File: src/rtl/lsu_pkg.sv
// Shared types for the load/store unit: op encoding, FSM states, memory size
// and request classification helpers.
package lsu_pkg;

  localparam int MEM_BYTES_DEFAULT = 256;

  typedef enum logic [2:0] {
    OP_LB  = 3'b000,
    OP_LH  = 3'b001,
    OP_LW  = 3'b010,
    OP_LBU = 3'b011,
    OP_LHU = 3'b100,
    OP_SB  = 3'b101,
    OP_SH  = 3'b110,
    OP_SW  = 3'b111
  } lsu_op_e;

  typedef enum logic [2:0] {
    IDLE     = 3'd0,
    ISSUE    = 3'd1,
    CAPTURE  = 3'd2,
    MERGE_WR = 3'd3,
    RESP     = 3'd4
  } lsu_state_e;

  function automatic logic is_load(input lsu_op_e op);
    logic res;
    case (op)
      OP_LB, OP_LH, OP_LW, OP_LBU, OP_LHU: res = 1'b1;
      default:                             res = 1'b0;
    endcase
    return res;
  endfunction

  function automatic logic is_misaligned(input lsu_op_e op, input logic [1:0] off);
    logic res;
    case (op)
      OP_LH, OP_LHU, OP_SH: res = off[0];
      OP_LW, OP_SW:         res = (off != 2'b00);
      default:              res = 1'b0;
    endcase
    return res;
  endfunction

endpackage

File: src/rtl/lsu_align.sv
// Big-endian lane selection with sign/zero extension for loads, and lane merge
// of store data into a fetched word for sub-word stores.
module lsu_align
  import lsu_pkg::*;
(
  input  lsu_op_e     op,
  input  logic [1:0]  offset,
  input  logic [31:0] rdata,
  input  logic [31:0] wdata,
  output logic [31:0] load_data,
  output logic [31:0] merged
);

  logic [7:0]  byte_s;
  logic [15:0] half_s;

  // Pick the addressed lane; offset 0 is the most significant byte
  always_comb begin
    byte_s = 8'h00;
    half_s = 16'h0000;
    case (offset)
      2'b00:   byte_s = rdata[31:24];
      2'b01:   byte_s = rdata[23:16];
      2'b10:   byte_s = rdata[15:8];
      2'b11:   byte_s = rdata[7:0];
      default: byte_s = rdata[31:24];
    endcase
    if (offset[1]) begin
      half_s = rdata[15:0];
    end else begin
      half_s = rdata[31:16];
    end
  end

  // Extend the selected lane into the load result
  always_comb begin
    load_data = 32'h0000_0000;
    case (op)
      OP_LB:   load_data = {{24{byte_s[7]}}, byte_s};
      OP_LH:   load_data = {{16{half_s[15]}}, half_s};
      OP_LW:   load_data = rdata;
      OP_LBU:  load_data = {24'h00_0000, byte_s};
      OP_LHU:  load_data = {16'h0000, half_s};
      default: load_data = 32'h0000_0000;
    endcase
  end

  // Replace the target lane(s) of the fetched word with store data
  always_comb begin
    merged = rdata;
    case (op)
      OP_SB: begin
        case (offset)
          2'b00:   merged[31:24] = wdata[7:0];
          2'b01:   merged[23:16] = wdata[7:0];
          2'b10:   merged[15:8]  = wdata[7:0];
          2'b11:   merged[7:0]   = wdata[7:0];
          default: merged        = rdata;
        endcase
      end
      OP_SH: begin
        if (offset[1]) begin
          merged[15:0] = wdata[15:0];
        end else begin
          merged[31:16] = wdata[15:0];
        end
      end
      OP_SW:   merged = wdata;
      default: merged = rdata;
    endcase
  end

endmodule

File: src/rtl/load_store_unit.sv
// Single-request load/store unit in front of a big-endian, 1-cycle-latency
// data memory; sub-word stores are done as read-modify-write.
module load_store_unit
  import lsu_pkg::*;
#(
  parameter int MEM_BYTES = MEM_BYTES_DEFAULT
) (
  input  logic        clk,
  input  logic        rst_n,
  input  logic        req_valid,
  output logic        req_ready,
  input  logic [2:0]  req_op,
  input  logic [31:0] req_addr,
  input  logic [31:0] req_wdata,
  output logic        resp_valid,
  output logic [31:0] resp_rdata,
  output logic        resp_err,
  output logic        mem_read,
  output logic        mem_write,
  output logic [31:0] mem_addr,
  output logic [31:0] mem_wdata,
  input  logic [31:0] mem_rdata
);

  localparam logic [31:0] ADDR_LIMIT = 32'(MEM_BYTES - 3);

  lsu_state_e  state_r, state_s;
  lsu_op_e     op_r;
  lsu_op_e     req_op_s;
  logic [31:0] addr_r, wdata_r;
  logic        req_ready_r, req_ready_s;
  logic        resp_valid_r, resp_valid_s;
  logic        resp_err_r, resp_err_s;
  logic [31:0] resp_rdata_r, resp_rdata_s;
  logic        mem_read_r, mem_read_s;
  logic        mem_write_r, mem_write_s;
  logic [31:0] mem_wdata_r, mem_wdata_s;
  logic        accept_s, req_err_s;
  logic [31:0] load_data_s, merged_s;

  assign req_op_s  = lsu_op_e'(req_op);
  assign accept_s  = req_valid && req_ready_r && (state_r == IDLE);
  assign req_err_s = is_misaligned(req_op_s, req_addr[1:0]) ||
                     ({req_addr[31:2], 2'b00} >= ADDR_LIMIT);

  lsu_align u_align (
    .op        (op_r),
    .offset    (addr_r[1:0]),
    .rdata     (mem_rdata),
    .wdata     (wdata_r),
    .load_data (load_data_s),
    .merged    (merged_s)
  );

  // Next state plus next value of every registered output
  always_comb begin
    state_s      = state_r;
    req_ready_s  = 1'b0;
    resp_valid_s = 1'b0;
    resp_err_s   = 1'b0;
    resp_rdata_s = 32'h0000_0000;
    mem_read_s   = 1'b0;
    mem_write_s  = 1'b0;
    mem_wdata_s  = 32'h0000_0000;
    case (state_r)
      IDLE: begin
        if (accept_s) begin
          if (req_err_s) begin
            state_s      = RESP;
            resp_valid_s = 1'b1;
            resp_err_s   = 1'b1;
          end else if (req_op_s == OP_SW) begin
            state_s     = ISSUE;
            mem_write_s = 1'b1;
            mem_wdata_s = req_wdata;
          end else begin
            state_s    = ISSUE;
            mem_read_s = 1'b1;
          end
        end else begin
          req_ready_s = 1'b1;
        end
      end
      ISSUE: begin
        if (op_r == OP_SW) begin
          state_s      = RESP;
          resp_valid_s = 1'b1;
        end else begin
          state_s = CAPTURE;
        end
      end
      CAPTURE: begin
        if (is_load(op_r)) begin
          state_s      = RESP;
          resp_valid_s = 1'b1;
          resp_rdata_s = load_data_s;
        end else begin
          // The merged word is held in the write-data register for MERGE_WR
          state_s     = MERGE_WR;
          mem_write_s = 1'b1;
          mem_wdata_s = merged_s;
        end
      end
      MERGE_WR: begin
        state_s      = RESP;
        resp_valid_s = 1'b1;
      end
      RESP: begin
        state_s     = IDLE;
        req_ready_s = 1'b1;
      end
      default: begin
        state_s = IDLE;
      end
    endcase
  end

  // State, request latches and output registers with synchronous reset
  always_ff @(posedge clk) begin
    if (!rst_n) begin
      state_r      <= IDLE;
      op_r         <= OP_LB;
      addr_r       <= 32'h0000_0000;
      wdata_r      <= 32'h0000_0000;
      req_ready_r  <= 1'b0;
      resp_valid_r <= 1'b0;
      resp_err_r   <= 1'b0;
      resp_rdata_r <= 32'h0000_0000;
      mem_read_r   <= 1'b0;
      mem_write_r  <= 1'b0;
      mem_wdata_r  <= 32'h0000_0000;
    end else begin
      state_r      <= state_s;
      req_ready_r  <= req_ready_s;
      resp_valid_r <= resp_valid_s;
      resp_err_r   <= resp_err_s;
      resp_rdata_r <= resp_rdata_s;
      mem_read_r   <= mem_read_s;
      mem_write_r  <= mem_write_s;
      mem_wdata_r  <= mem_wdata_s;
      if (accept_s) begin
        op_r    <= req_op_s;
        addr_r  <= req_addr;
        wdata_r <= req_wdata;
      end else begin
        op_r    <= op_r;
        addr_r  <= addr_r;
        wdata_r <= wdata_r;
      end
    end
  end

  assign req_ready  = req_ready_r;
  assign resp_valid = resp_valid_r;
  assign resp_err   = resp_err_r;
  assign resp_rdata = resp_rdata_r;
  assign mem_read   = mem_read_r;
  assign mem_write  = mem_write_r;
  assign mem_addr   = {addr_r[31:2], 2'b00};
  assign mem_wdata  = mem_wdata_r;

endmodule

File: config.mk
export PLATFORM = sky130hd
export DESIGN_NAME = load_store_unit
export DESIGN_NICKNAME = d
export VERILOG_FILES = /design/src/rtl/lsu_pkg.sv /design/src/rtl/lsu_align.sv /design/src/rtl/load_store_unit.sv
export SDC_FILE = /design/constraint.sdc
export NUM_CORES = 1
export LEC_CHECK = 0
export CAP_MARGIN = 20
export CORE_MARGIN = 2
export CORE_UTILIZATION = 51
export DETAILED_ROUTE_END_ITERATION = 12
export PLACE_DENSITY = 0.86
export SYNTH_ARGS = -nofsm -noshare
export SYNTH_HDL_FRONTEND = slang
export SYNTH_SLANG_ARGS = --single-unit
export TNS_END_PERCENT = 30
File: constraint.sdc
create_clock -name clk -period 4.6 [get_ports clk]
set_input_delay 0.92 -clock clk [delete_from_list [all_inputs] [get_ports clk]]
set_output_delay 0.92 -clock clk [all_outputs]
set_load 0.01 [all_outputs]
# Yosys cells after proc, flatten, opt, wreduce, memory -nomap -nowiden
# Cells that the tools add are included.
[classes] n_lt_le_gt_ge=1 n_reduce_logical=13 eq_ne=20 n_mux=36 bitwise=3
[ops] op="$pmux W32 S5" count=1
[ops] op="$mux W32" count=4
[ops] op="$pmux W32 S3" count=1
[ops] op="$pmux W32 S2" count=1
[ops] op="$mux W16" count=3
[ops] op="$ge A32 B8 Y1 const B" count=1
[ops] op="$mux W8" count=4
[ops] op="$pmux W8 S4" count=1
[ops] op="$eq A3 B3 Y1 const B" count=8
[ops] op="$eq A3 B2 Y1 const B" count=5
[ops] op="$mux W1" count=12
[ops] op="$mux W3" count=4
[ops] op="$pmux W3 S4" count=1
[ops] op="$eq A3 B1 Y1 const B" count=3
[ops] op="$logic_not A3 Y1" count=2
[ops] op="$pmux W1 S2" count=3
[ops] op="$reduce_or A5 Y1" count=1
[ops] op="$eq A2 B2 Y1 const B" count=2
[ops] op="$pmux W1 S4" count=1
[ops] op="$reduce_or A4 Y1" count=1
[ops] op="$not A1 Y1" count=3
[ops] op="$reduce_and A3 Y1" count=1
[ops] op="$reduce_or A3 Y1" count=1
[ops] op="$eq A2 B1 Y1 const B" count=1
[ops] op="7 further kinds" count=8
[word_totals] output_inout_bits=101 reg_bits=139

# Depth between registers and ports, before layout
[logic_depth] depth_word=7 mapped_depth=7 ltp_nobuf=4

# Modules after synthesis
# Synthesis repeated with hierarchy kept, for this count alone.
[unflattened] hier_cells=790 hier_area_um2=7103.1
[by_module_without_submodules] module="load_store_unit" seq_area_each_um2=2782.7 area_each_um2=5067.4 instances=1 cells_per_inst=517
[by_module_without_submodules] module="lsu_align" seq_area_each_um2=0.0 area_each_um2=2035.7 instances=1 cells_per_inst=273

# Least setup slack after synthesis
# Ideal clock, no wire load.
[synth_timing] path_kind="input to register" from="input port rst_n" to="register mem_wdata_r[20], in the netlist mem_wdata[20]" cell_stages=6 setup_time_ns=0.072 path_slack_ns=2.552 path_buffers=2 arrival_time_ns=1.976 required_ns=4.528 path_cell_list="or3b_1 nor4_4 and3_1 buf_4 buf_6 o2bb2ai_1"
[synth_rtl] element="start: declaration" line="load_store_unit.sv:9" text="input logic rst_n,"
[synth_rtl] element="end signal: assignment" line="load_store_unit.sv:140" text="mem_wdata_r <= mem_wdata_s;"
[synth_rtl] element="end: declaration" line="load_store_unit.sv:37" text="logic [31:0] mem_wdata_r, mem_wdata_s;"

# Final worst setup path
[layout_timing] from="register op_r[0]" to="register mem_wdata_r[2], in the netlist mem_wdata[2]"
[layout_via] elab_chain_len=6 elab_cells_between_ends=14 cone_classes="eq/ne: 7; mux: 5; reduce/logical: 2"
[layout_rtl] element="start: declaration" line="load_store_unit.sv:28" text="lsu_op_e op_r;"
[layout_rtl] element="start signal: assignment" line="load_store_unit.sv:142" text="op_r <= req_op_s;"
[layout_rtl] element="start signal: assignment" line="load_store_unit.sv:146" text="op_r <= op_r;"
[layout_rtl] element="$eq A3 B1 Y1 (tied with other cells)" line="lsu_pkg.sv:28" text="case (op)"
[layout_rtl] element="$reduce_or A5 Y1" line="lsu_pkg.sv:28"
[layout_rtl] element="$mux W1" line="lsu_pkg.sv:28"
[layout_rtl] element="$mux W1" line="load_store_unit.sv:65" text="case (state_r)"
[layout_rtl] element="$mux W32 (*)" line="load_store_unit.sv:93" text="if (is_load(op_r)) begin"
[layout_rtl] element="$pmux W32 S2 (*)" line="load_store_unit.sv:65"
# Every way passes the cells marked *; elsewhere a longest branch is shown, timed or not. The select of a mux whose other input is x is not followed.
# A chain may end at the register's enable or synchronous reset.

==> flow_summary.toml <==
[power_and_ir_drop]
internal-power_mw = 2.212
ir_drop_uv = 205.7
seqPwrFrac_pct = 43.5
pwr_density_cell_nw_per_um2 = 327.2
p_sw_uw = 701.1
leakage_nw = 3.064
swShare_pct = 24.07
pwr-share-comb_pct = 12.3
clkPwrFrac_pct = 44.2

[sta]
timing.final.crit_share_pct = 63.77
rsz0062_at_grt = "false"
fin_skew_ps = 5.682
fmax_ghz = 0.3409
worstMarginPinSlew_ps = 1136
finalSetupTns_ps = 0
whs_ps = 449.6
finalSetupViolCount = 0
report.final.slew_viol_count = 0
min_period_ps = 2933
hold_viol_final = 0
slew_headroom_pct = 24.10

[cells_and_area]
final_nets = 979
diodes = 0
drive_above_1_share_pct = 10.01
area_growth_pct = 35.38
final_cell_mix = "clkdlybuf4s50_1, nand2_1, dfxtp_1, a22oi_1, a21boi_0"
final_cell_area_um2 = 8905
layout_commonest_cell = "clkdlybuf4s50_1"

[global_route]
antenna_found_initial = 0
grt_pass1_vias = 5822
grt_usage_pct = 28.59
grt_pass1_wl_mm = 31.23
grt-ovfl-total = 0
grt_max_degree = 63

[route]
wl_per_cell_um = 18.66
drtAntennaViolNets = 0
drt-total-wl_mm = 19.80
first_pass_iters = 9
drc = 1
drtIter0Drc = 646
routed_via_density = 5.721
vias = 6070

[logic_synthesis]
ys.warnings.count = 0
synth_ff_type = "dfxtp_1"
synth_cells = 735
synth_edf_count = 0
async_flop_share_pct = 0
synth-seq-cells = 139
netlist_area_um2 = 6578
synth.distinct_cells = 50
syn_avg_cell_area_um2 = 8.949
ys_seq_area_share_pct = 42.31

[clocking]
cts.sinks = 139
cts_buffers = 17
cts_max_level = 4
cts_tree = "yes"
postCtsSetupBuffers = 0
clk_path_buf_depth = 2
cts-root-buf = "clkbuf_16"
insertion_delay_ps = 420
cts_hold_buf = 0
clk_pin_slew_worst_paths_ps = 60
cts_resized = 0

[critical_path]
worstPathRequired_ps = 4930
path_class = "reg -> reg"
critPathLaunchType = "flip-flop"
setup.worst_path.end_class = "flip-flop"
critPathMaxFanout = 24
cp.arrival_ps = 3260

[placed_design]
globalplace.congestion = 0.9420
port_buffers = 200
post_dp_cell_area_um2 = 8348
hpwl_mm = 14.16

[run]
max_cap_violations = 0

[run_status]
status = "finished with violations"
violations = "design-rule violations"

[floorplanning]
initial_core_util_pct = 52.12
die_w_um = 117.6
io_pins = 203
rows = 41
die_y_um = 117.6
core-area_um2 = 12620
fp.dieArea_um2 = 13820

[hold_path]
min_path_type = "reg -> reg"
[area by class of cell]
type | count | area, um^2
Clock buffer | 24 | 491.7
Clock inverter | 7 | 65.06
Fill cell | 990 | 3715
Inverter | 7 | 26.28
Multi-Input combinational cell | 503 | 3259
Sequential cell | 139 | 2783
Tap cell | 172 | 215.2
Timing Repair Buffer | 209 | 2064
[layer usage]
metal	track usage (%)	vias up	routed length [um]	part of all wire (%)
met5	0	-	0	0
met4	12.27	0	660	3.3
met3	10.56	57	2306	12
met2	45.18	361	9125	46
met1	35.12	2802	7701	39
li1	-	2850	-	-
[through the flow]
| stage | cells | total power [mW] | setup WS, ps | util (%) |
|---|---|---|---|---|
| floorplan | 736 | 1.479 | 2552 | - |
| global placement | 1030 | 1.636 | 1356 | 66.15 |
| detailed placement | 1030 | 1.643 | 1319 | 66.15 |
| CTS | 1061 | 2.918 | 1748 | 70.56 |
| global route | 1061 | 3.007 | 1562 | 70.56 |
| finish | 1061 | 2.913 | 1667 | 70.56 |
[critical path: stages (launching register included)]
cell and delay [ps]:
dfxtp_1 850, buf_4 370, nor2b_1 800, a22o_1 410, a32oi_1 180, o2bb2ai_1 210
[cell usage after synthesis (18+ instances only)]
master | number | share of area, %
a21boi_0 | 37 | 4.2
a21boi_1 | 30 | 3.4
a21oi_1 | 25 | 1.9
a22oi_1 | 39 | 4.5
buf_4 | 35 | 4.0
clkbuf_1 | 29 | 1.7
dfxtp_1 | 139 | 42
mux2_2 | 34 | 5.8
mux2i_1 | 18 | 2.7
nand2_1 | 184 | 11
o21ai_0 | 20 | 1.5
o2bb2ai_1 | 24 | 3.2
[logic make-up (layout without fill, tap and decap cells)]
| family | after synthesis | after routing | share of synthesized area (%) |
|---|---|---|---|
| simple gates | 237 | 237 | 16.15 |
| other cells | 1 | 2 | 0.05701 |
| buf+inv | 94 | 247 | 8.313 |
| compound gates | 203 | 203 | 21.95 |
| xor+xnor | 2 | 2 | 0.2664 |
| flops | 139 | 139 | 42.31 |
| mux | 59 | 59 | 10.96 |
[worst paths after layout]
kind	from	endpoint	slack [ps]	depth (start not counted)
worst min register to register	addr_r[6]$_SDFFE_PN0P_	addr_r[6]$_SDFFE_PN0P_	450	2
worst max register to register	op_r[0]$_SDFFE_PN0P_	mem_wdata[2]$_SDFF_PN0_	1670	5
worst max-delay path	op_r[0]$_SDFFE_PN0P_	mem_wdata[2]$_SDFF_PN0_	1670	5
worst min-delay path	addr_r[6]$_SDFFE_PN0P_	addr_r[6]$_SDFFE_PN0P_	450	2
[sequential cells by signal, summed over array words and instances, names as in the netlist]
signal      flops
op_r            3
resp_rdata     32
resp_err        1
mem_write       1
resp_valid      1
req_ready       1
addr_r         32
mem_wdata      32
state_r         3
mem_read        1
wdata_r        32
[power groups by stage]
stage                     Clock, mW  Sequential, mW  Combinational (mW)
after detailed placement          0            1.29               0.351
after global routing           1.35            1.27               0.384
after global placement            0            1.29               0.346
after CTS                      1.30            1.27               0.354
final                          1.29            1.27               0.357
after floorplan                   0            1.27               0.205
No activity file was read; power rests on OpenSTA's default activity.
